`config.mk`:
```
export PLATFORM = sky130hd
export DESIGN_NAME = mem_port_arbiter
export DESIGN_NICKNAME = d
export VERILOG_FILES = /design/src/rtl/mem_port_arbiter_pkg.sv /design/src/rtl/mem_port_arbiter.sv
export SDC_FILE = /design/constraint.sdc
export NUM_CORES = 1
export LEC_CHECK = 0
export CAP_MARGIN = 10
export CORE_AREA = 2 2 340 342
export CTS_CLUSTER_DIAMETER = 150
export DETAILED_ROUTE_END_ITERATION = 10
export DIE_AREA = 0 0 342 344
export DONT_BUFFER_PORTS = 1
export SLEW_MARGIN = 20
export SYNTH_ARGS = -nofsm -noshare
export SYNTH_HDL_FRONTEND = slang
export SYNTH_SLANG_ARGS = --single-unit
```
`constraint.sdc`:
```
create_clock -name clk -period 2.1 [get_ports clk]
set_clock_uncertainty 0.1 [all_clocks]
set_input_delay 0.42 -clock clk [delete_from_list [all_inputs] [get_ports clk]]
set_output_delay 0.42 -clock clk [all_outputs]
set_load 0.01 [all_outputs]
```
`src/rtl/mem_port_arbiter_pkg.sv`:
```
// Shared cache definitions: line/address defaults and the memory-port arbiter state encoding.
package mem_port_arbiter_pkg;

  // Block address (byte address bits 31:4) and cache-line widths.
  localparam int unsigned ADDR_W_DEF = 28;
  localparam int unsigned DATA_W_DEF = 128;

  // Arbiter FSM encoding.
  localparam logic [1:0] ST_IDLE    = 2'd0;
  localparam logic [1:0] ST_GRANT_I = 2'd1;
  localparam logic [1:0] ST_GRANT_D = 2'd2;
  localparam logic [1:0] ST_RELEASE = 2'd3;

  // Side identifiers, also used for the last-grant record.
  localparam logic SIDE_I = 1'b0;
  localparam logic SIDE_D = 1'b1;

  // Winner of an IDLE arbitration; only meaningful when at least one side requests.
  function automatic logic pick_side(input logic req_i_side,
                                     input logic req_d_side,
                                     input logic last_side,
                                     input logic rr_en);
    logic side;
    if (req_i_side && req_d_side) begin
      side = rr_en ? ~last_side : SIDE_D;
    end else if (req_d_side) begin
      side = SIDE_D;
    end else begin
      side = SIDE_I;
    end
    return side;
  endfunction

endpackage

```
`src/rtl/mem_port_arbiter.sv`:
```
// Shares the single slow memory port between the I-side and D-side L2 caches,
// one transaction at a time, with a one-cycle request-low gap between grants.
module mem_port_arbiter
  import mem_port_arbiter_pkg::*;
#(
  parameter int unsigned ADDR_W = ADDR_W_DEF,
  parameter int unsigned DATA_W = DATA_W_DEF,
  parameter int unsigned RR_EN  = 1
) (
  input  logic              clk,
  input  logic              proc_reset,
  // I-side L2
  input  logic              i_read,
  input  logic              i_write,
  input  logic [ADDR_W-1:0] i_addr,
  input  logic [DATA_W-1:0] i_wdata,
  output logic [DATA_W-1:0] i_rdata,
  output logic              i_ready,
  // D-side L2
  input  logic              d_read,
  input  logic              d_write,
  input  logic [ADDR_W-1:0] d_addr,
  input  logic [DATA_W-1:0] d_wdata,
  output logic [DATA_W-1:0] d_rdata,
  output logic              d_ready,
  // Shared memory port
  output logic              mem_read,
  output logic              mem_write,
  output logic [ADDR_W-1:0] mem_addr,
  output logic [DATA_W-1:0] mem_wdata,
  input  logic [DATA_W-1:0] mem_rdata,
  input  logic              mem_ready
);

  logic [1:0] r_state;
  logic [1:0] w_state_nxt;
  logic       r_last_side;
  logic       w_last_side_nxt;
  logic       w_i_req;
  logic       w_d_req;
  logic       w_win_side;
  logic       w_rr_en;

  assign w_i_req    = i_read | i_write;
  assign w_d_req    = d_read | d_write;
  assign w_rr_en    = (RR_EN != 0);
  assign w_win_side = pick_side(w_i_req, w_d_req, r_last_side, w_rr_en);

  // State and last-grant registers; reset records D as last so I wins the first tie.
  always_ff @(posedge clk or posedge proc_reset) begin
    if (proc_reset) begin
      r_state     <= ST_IDLE;
      r_last_side <= SIDE_D;
    end else begin
      r_state     <= w_state_nxt;
      r_last_side <= w_last_side_nxt;
    end
  end

  // Next state: arbitrate in IDLE, leave a grant on completion or requester abort.
  always_comb begin
    w_state_nxt     = r_state;
    w_last_side_nxt = r_last_side;
    case (r_state)
      ST_IDLE: begin
        if (w_i_req || w_d_req) begin
          w_last_side_nxt = w_win_side;
          w_state_nxt     = (w_win_side == SIDE_D) ? ST_GRANT_D : ST_GRANT_I;
        end
      end
      ST_GRANT_I: begin
        if (mem_ready || !w_i_req) begin
          w_state_nxt = ST_RELEASE;
        end
      end
      ST_GRANT_D: begin
        if (mem_ready || !w_d_req) begin
          w_state_nxt = ST_RELEASE;
        end
      end
      ST_RELEASE: begin
        w_state_nxt = ST_IDLE;
      end
      default: begin
        w_state_nxt = ST_IDLE;
      end
    endcase
  end

  // Port steering: the granted side talks straight to memory, everything else is quiet.
  always_comb begin
    mem_read  = 1'b0;
    mem_write = 1'b0;
    mem_addr  = '0;
    mem_wdata = '0;
    i_ready   = 1'b0;
    i_rdata   = '0;
    d_ready   = 1'b0;
    d_rdata   = '0;
    case (r_state)
      ST_GRANT_I: begin
        mem_read  = i_read;
        mem_write = i_write;
        mem_addr  = i_addr;
        mem_wdata = i_wdata;
        i_ready   = mem_ready;
        i_rdata   = mem_rdata;
      end
      ST_GRANT_D: begin
        mem_read  = d_read;
        mem_write = d_write;
        mem_addr  = d_addr;
        mem_wdata = d_wdata;
        d_ready   = mem_ready;
        d_rdata   = mem_rdata;
      end
      default: begin
        mem_read  = 1'b0;
        mem_write = 1'b0;
      end
    endcase
  end

endmodule

```
==> results of run 1 <==
[registers in the layout, indices dropped and copies added (netlist names)]
register,count
r_last_side,1
r_state,2
[power groups by stage]
stage,Sequential (mW),Combinational [mW],Clock (mW)
3_5_place_dp,0.123,15.8,0
3_3_place_gp,0.119,15.7,0
6_report,0.123,21.3,0.310
2_1_floorplan,0.113,6.32,0
5_1_grt,0.124,22.5,0.316
4_1_cts,0.120,17.7,0.311
[placed cells by master, fill, tap and decap left out, drive strengths merged, types with 2 or more instances in the layout]
| cell type | netlist | layout |
|---|---|---|
| a22oi | 158 | 158 |
| and2 | 258 | 258 |
| buf | 27 | 287 |
| clkbuf | 54 | 19 |
| dfrtp | 2 | 2 |
| diode | 0 | 11 |
| ha | 3 | 3 |
| inv | 3 | 4 |
| nor2 | 160 | 160 |
| nor3b | 2 | 2 |
| o21ai | 6 | 6 |
[layer usage]
layer,routed length (microns),GRT usage [%]
met5,690,0
met4,665,0.804
met3,20000,13.7
met2,39100,20.4
met1,35500,16.6
[cells by family after synthesis]
family / Yosys count / synth area share (%)
buffers and inverters: 85 / 9.00
and+or+nand+nor: 422 / 56.5
adders and majority gates: 3 / 0.948
DFF: 3 / 1.93
AOI/OAI and AO/OA: 165 / 31.0
muxes: 2 / 0.632
[final cells by class]
cell class / instances / area share [%]
Inverter: 4 / 0.183
Tap cell: 1512 / 17.3
Antenna cell: 11 / 0.252
Clock buffer: 4 / 0.720
Timing Repair Buffer: 303 / 38.5
Sequential cell: 3 / 0.697
Multi-Input combinational cell: 592 / 42.3
[stage by stage]
| stage | instance area, sq um | util (%) | cells | hold WS (ps) | setup WS [ps] |
|---|---|---|---|---|---|
| after floorplan | 3960 | - | 680 | 72.9 | 115 |
| after global placement | 8400 | 7.38 | 2360 | 102 | 21.8 |
| after detailed placement | 8400 | 7.38 | 2360 | 113 | -77.6 |
| after CTS | 9230 | 8.10 | 2380 | 302 | -246 |
| after global routing | 10900 | 9.60 | 2423 | 328 | -289 |
| final | 10900 | 9.61 | 2429 | 314 | -265 |
[final timing paths]
check	start	to	slack [ps]	depth (start not counted)
min in group asynchronous	proc_reset	r_state[1]	480	2
max in group asynchronous	proc_reset	r_last_side	1180	2
setup reg to reg	r_state[0]	r_state[1]	-40	7
setup / recovery	r_state[0]	mem_wdata[94]	-260	7
hold / removal	i_read	r_last_side	310	3
hold reg to reg	r_last_side	r_last_side	430	2
[timing repair]
action                     in CTS  in global routing
hold buffers                    1                  0
gates cloned                    7                 18
setup endpoints to repair     373                387
setup buffers                   8                 23
pin swaps                       8                 40
hold endpoints to repair        2                  0
resized for setup             117                330
[worst min-delay path: cells and delay by family]
kind	cells	cell delay, ps
simple gates	1	70
compound gates	2	130
==> Implementation_results.wiki, run 1 <==
{| class="wikitable"
! Metric !! Value
|-
| Highest achievable clock rate || 0.423 GHz
|-
| I/O Pins || 863
|-
| Via count of the first global-routing pass || 6264
|-
| Wire length of the first global-routing pass || 104000 microns
|-
| Dominant synthesized flop cell || dfrtp_1
|-
| Syn Inst Count || 680
|-
| Die outline width || 342 microns
|-
| Violations in the final reports || setup timing
|-
| Worst relative slew slack || 77.4%
|-
| Series of cell instances along the critical path || inv_2, ha_4, buf_16, buf_6, a22oi_2, nor2_1, buf_4
|-
| Maximum vdd ir drop || 0.706 mV
|-
| Die ar. || 118000 sq um
|-
| Reported net switching power || 12.1 mW
|-
| Final worst path period share || 113%
|-
| Fraction of final layout cells sized beyond drive strength 1 || 65.5%
|-
| Count of flip-flops with a built-in enable after synthesis || 0
|-
| Detailed-placement wirelength estimate || 85100 microns
|-
| Number of rows in the core area || 124
|-
| Crit path capture type || output pin
|-
| Number of DRC markers in iteration 0 || 411
|-
| Number of warnings printed during yosys synthesis || 0
|-
| Number of synthesized register bits || 3
|-
| Nets in the synthesized netlist || 1130
|-
| Sequential fraction of the synthesis area || 1.93%
|-
| Setup repair after global routing missed its margin || yes
|-
| Initial antenna violation count || 86
|-
| Setup TNS Final || -56720 ps
|-
| Hold violation count in the final report || 0
|-
| Starting density of the core || 3.48%
|-
| Post-synth top area cell || and2_1
|-
| Lkg Pwr || 3.74 nW
|-
| Area share of the leading cell type in the synthesized netlist || 40.7%
|-
| Max-slew violations || 0
|-
| CTS tree || built
|-
| Sequential cell area || 76.3 sq um
|-
| Max Cap Violations || 0
|-
| Die height || 344 microns
|-
| Number of filler cells placed in the layout || 13300
|-
| Internal power component || 9.68 mW
|-
| Clock root buffer master || clkbuf_16
|-
| Number of failing setup endpoints in the final timing report || 399
|-
| Post-route DRC violation count || 0
|-
| Deepest level of the CTS H-tree || 1
|-
| Routed wire per std cell || 39.5 microns
|-
| Top cells by area in the synthesized netlist || and2_1 41%, a22oi_1 30%, nor2_1 15%
|-
| Power density over the cells || 1990 nW/um^2
|-
| Max Root-Sink Buffers || 2
|-
| Status || finished with violations
|-
| Number of nets still failing antenna checks after routing || 0
|-
| Critical path buffers and inverters || 4
|-
| Overall power of the completed layout || 21.7 mW
|-
| Area used by multi-input combinational logic || 4630 sq um
|-
| Vias per inst || 2.93
|-
| Area overhead of the layout relative to synthesis || 176%
|-
| Library cells used by synthesis || 19
|-
| Largest delay share family, worst path || buffers and inverters
|-
| Sw frac || 55.5%
|-
| Avg Synthesized Cell Area || 5.83 sq um
|-
| Required @ worst endpoint || 1580 ps
|-
| Buffers on Ports || 0
|-
| Clock edge transition at the registers on the reported setup and hold paths || 30 ps
|-
| Netlist area before placement || 3960 sq um
|-
| Via Count || 7114
|-
| Net count reported at finish || 1357
|-
| Worst Max-Slew Pin Slew || 341 ps
|-
| Post-synth top cells || 258 x and2_1, 160 x nor2_1, 158 x a22oi_1
|-
| Hold Path Class || input port to flop
|-
| Max incr delay on CP || 390 ps
|-
| Final setup margin || -265 ps
|-
| Routability congestion estimate || 0.983
|-
| Sink count of the clock tree || 3
|-
| Final period demand of the worst path || 2360 ps
|-
| Worst EP arrival || 1840 ps
|-
| Global-route total usage across every layer || 14.5%
|-
| Element type at the critical path start || flop
|-
| Portion of total power attributed to the clock network || 1.4%
|-
| Sequential Power Share || 0.6%
|-
| Clock insertion delay at the later pin of the skew report || 230 ps
|-
| Area of the core || 114000 sq um
|-
| Fraction of power consumed by combinational cells || 98.0%
|-
| Maximum net fanout on the critical path || 22
|-
| Number of CTS-inserted buffers || 3
|-
| Maximum number of pins on one net before global-route repair || 49
|-
| Share of async-settable or async-resettable flops after synthesis || 100%
|-
| Crit Path Class || flop to output pin
|-
| Total wire length after detailed routing || 95900 microns
|-
| Master of the slowest instance on the critical path || dfrtp_1
|-
| Number of detailed-route iterations in the first pass || 5
|-
| Most common cell in the synthesized netlist || and2_1
|-
| Global route total overflow || 0
|}
(Power assumes the default switching activity.)
==> run 2: changes to the inputs <==
--- a/config.mk
+++ b/config.mk
@@ -11,6 +11,7 @@
 export DETAILED_ROUTE_END_ITERATION = 10
 export DIE_AREA = 0 0 342 344
 export DONT_BUFFER_PORTS = 1
+export PLACE_DENSITY = 0.3
 export SLEW_MARGIN = 20
 export SYNTH_ARGS = -nofsm -noshare
 export SYNTH_HDL_FRONTEND = slang
==> run 2 against run 1 <==
- worst hold slack got worse by 21 ps
- non-clock buffer count fell by 48
- fmax rose by 0.34%
- clock-buffer cell count did not move
- largest cell class unchanged
- total power rose by 17%
- die area did not move
- largest power group unchanged
- final cell count fell by 1.8%
- combinational power rose by 17%
- the run still ends with setup timing left
- register-to-register slack barely moved
==> Implementation_results.wiki, run 2 (synthesis results as in run 1) <==
{| class="wikitable"
! Metric !! Value
|-
| Status || finished with violations
|-
| Violations in the final reports || setup timing
|-
| Final setup margin || -257 ps
|-
| Most used cells in the layout excluding fill and tap cells || 187 x and2_4, 142 x a22oi_2, 133 x nor2_4
|-
| Setup TNS Final || -45100 ps
|-
| Number of filler cells placed in the layout || 13100
|-
| Area used by multi-input combinational logic || 5810 sq um
|-
| Area overhead of the layout relative to synthesis || 198%
|-
| Worst relative slew slack || 70.6%
|-
| Post-route DRC violation count || 0
|-
| Reported net switching power || 13.4 mW
|-
| Clock root buffer master || clkbuf_16
|-
| Hold Path Class || input port to flop
|-
| Max-slew violations || 0
|-
| Number of rows in the core area || 124
|-
| Setup repair after global routing missed its margin || yes
|-
| Routability congestion estimate || 0.970
|-
| Worst EP arrival || 1840 ps
|-
| Lkg Pwr || 3.76 nW
|-
| R2R Path End || r_state[1]
|-
| Max incr delay on CP || 400 ps
|-
| Max Root-Sink Buffers || 2
|-
| Crit Path Class || flop to output pin
|-
| Final period demand of the worst path || 2360 ps
|-
| Min-Delay Startpoint || i_read
|-
| Detailed-placement wirelength estimate || 62200 microns
|-
| Highest achievable clock rate || 0.424 GHz
|-
| Power density over the cells || 2160 nW/um^2
|-
| Source of the critical timing path || r_state[1]
|-
| R2R Setup Slk || -50 ps
|-
| Element type at the critical path start || flop
|-
| Global-route total usage across every layer || 10.9%
|-
| Final worst path period share || 112%
|-
| Area of the core || 114000 sq um
|-
| Crit path capture type || output pin
|-
| Reg-to-reg startpoint || r_state[0]
|-
| Sink count of the clock tree || 3
|-
| Maximum number of pins on one net before global-route repair || 56
|-
| Clock edge transition at the registers on the reported setup and hold paths || 30 ps
|-
| Master of the slowest instance on the critical path || dfrtp_1
|-
| Portion of total power attributed to the clock network || 1.2%
|-
| Worst-case setup slack after placement || -271 ps
|-
| Total wire length after detailed routing || 73200 microns
|-
| Fraction of power consumed by combinational cells || 98.3%
|-
| Initial antenna violation count || 46
|-
| Die ar. || 118000 sq um
|-
| Starting density of the core || 3.48%
|-
| Hold violation count in the final report || 0
|-
| Sequential cell area || 76.3 sq um
|-
| Most common cell after layout, fill and taps aside || and2_4
|-
| Max reg flops || 2
|-
| Die outline width || 342 microns
|-
| Number of failing setup endpoints in the final timing report || 360
|-
| Required @ worst endpoint || 1580 ps
|-
| Number of CTS-inserted buffers || 3
|-
| Overall power of the completed layout || 25.5 mW
|-
| Routed wire per std cell || 30.7 microns
|-
| Number of DRC markers in iteration 0 || 421
|-
| Wire length of the first global-routing pass || 78900 microns
|-
| Die height || 344 microns
|-
| Internal power component || 12.1 mW
|-
| Number of nets still failing antenna checks after routing || 0
|-
| Number of standard cells in the layout, taps in and fillers out || 2385
|-
| Sw frac || 52.6%
|-
| Largest register by flop count || r_state
|-
| I/O Pins || 863
|-
| Via Count || 6573
|-
| Maximum vdd ir drop || 1.07 mV
|-
| Sequential Power Share || 0.5%
|-
| Maximum net fanout on the critical path || 8
|-
| Series of cell instances along the critical path || buf_6, ha_4, buf_12, clkbuf_16, buf_8, a22oi_2, nor2_4
|-
| Clock insertion delay at the later pin of the skew report || 230 ps
|-
| CTS tree || built
|-
| Critical path destination || mem_addr[27]
|-
| Vias per inst || 2.76
|-
| Cells after DPL || 2293
|-
| Cells on worst reg2reg path || 8
|-
| Via count of the first global-routing pass || 5688
|-
| Fraction of final layout cells sized beyond drive strength 1 || 88.0%
|-
| Deepest level of the CTS H-tree || 1
|-
| Top Registers || r_state (2), r_last_side (1)
|-
| Buffers on Ports || 0
|-
| Global route total overflow || 0
|-
| Worst Max-Slew Pin Slew || 441 ps
|-
| Max Cap Violations || 0
|-
| Net count reported at finish || 1309
|-
| Number of detailed-route iterations in the first pass || 4
|}
==> run 2: cell types whose count changed in the layout (fill, tap and decap cells not counted), moves of 47 or more <==
cell / change
and2_1: -119
and2_4: +113
buf_4: -75
buf_6: +47
nor2_2: -58
nor2_1: -57
nor2_4: +115
==> run 2: power by group through the flow <==
stage / sequential [mW] / combinational, mW / clock (mW)
floorplan: 0.113 / 6.32 / 0
global placement: 0.117 / 13.8 / 0
detailed placement: 0.118 / 13.9 / 0
CTS: 0.123 / 21.0 / 0.317
global route: 0.129 / 26.4 / 0.323
finish: 0.125 / 25.0 / 0.311
==> run 2: critical path: cells and delay by family, from the launching register on <==
kind,cells,cell delay [ps]
buf+inv,4,580
compound gates,1,340
simple gates,1,90
flops,1,400
fa+ha+maj,1,180
==> run 2: metrics by stage <==
stage          instance area (sq um)  util [%]  hold slack, ps
5_1_grt                        11800      10.3             332
3_5_place_dp                    7270      6.39             119
6_report                       11800      10.4             293
3_3_place_gp                    7270      6.39             120
4_1_cts                         9960      8.74             286
2_1_floorplan                   3960         -            72.9
==> run 2: final cells by class <==
class,instances,share of cell area (%)
Multi-Input combinational cell,592,49.3
Timing Repair Buffer,255,32.8
Tap cell,1512,16.0
Clock buffer,4,0.668
Sequential cell,3,0.647
Antenna cell,15,0.318
Inverter,4,0.233
==> run 2: per-layer routing <==
layer | up-vias | routed length (microns) | global-route usage, %
met5 | - | 294 | 0
met4 | 36 | 1050 | 0.877
met1 | 3214 | 30600 | 13.6
met2 | 548 | 31900 | 16.9
li1 | 2697 | - | -
met3 | 78 | 9320 | 6.11
==> run 2: what timing repair did <==
item,CTS,global route
pin swaps,72,70
hold buffers,1,0
cloned,19,22
hold endpoints to repair,2,0
buffers inserted,17,16
resized for setup,516,360
endpoints found under the setup margin,294,389
==> run 2: worst min path at each step <==
stage                             end  slack, ps  depth (start not counted)
after floorplan            r_state[0]         70                          1
after global placement     r_state[1]        120                          1
after detailed placement   r_state[1]        120                          1
after CTS                 r_last_side        290                          3
after global routing      r_last_side        330                          3
final                     r_last_side        290                          3
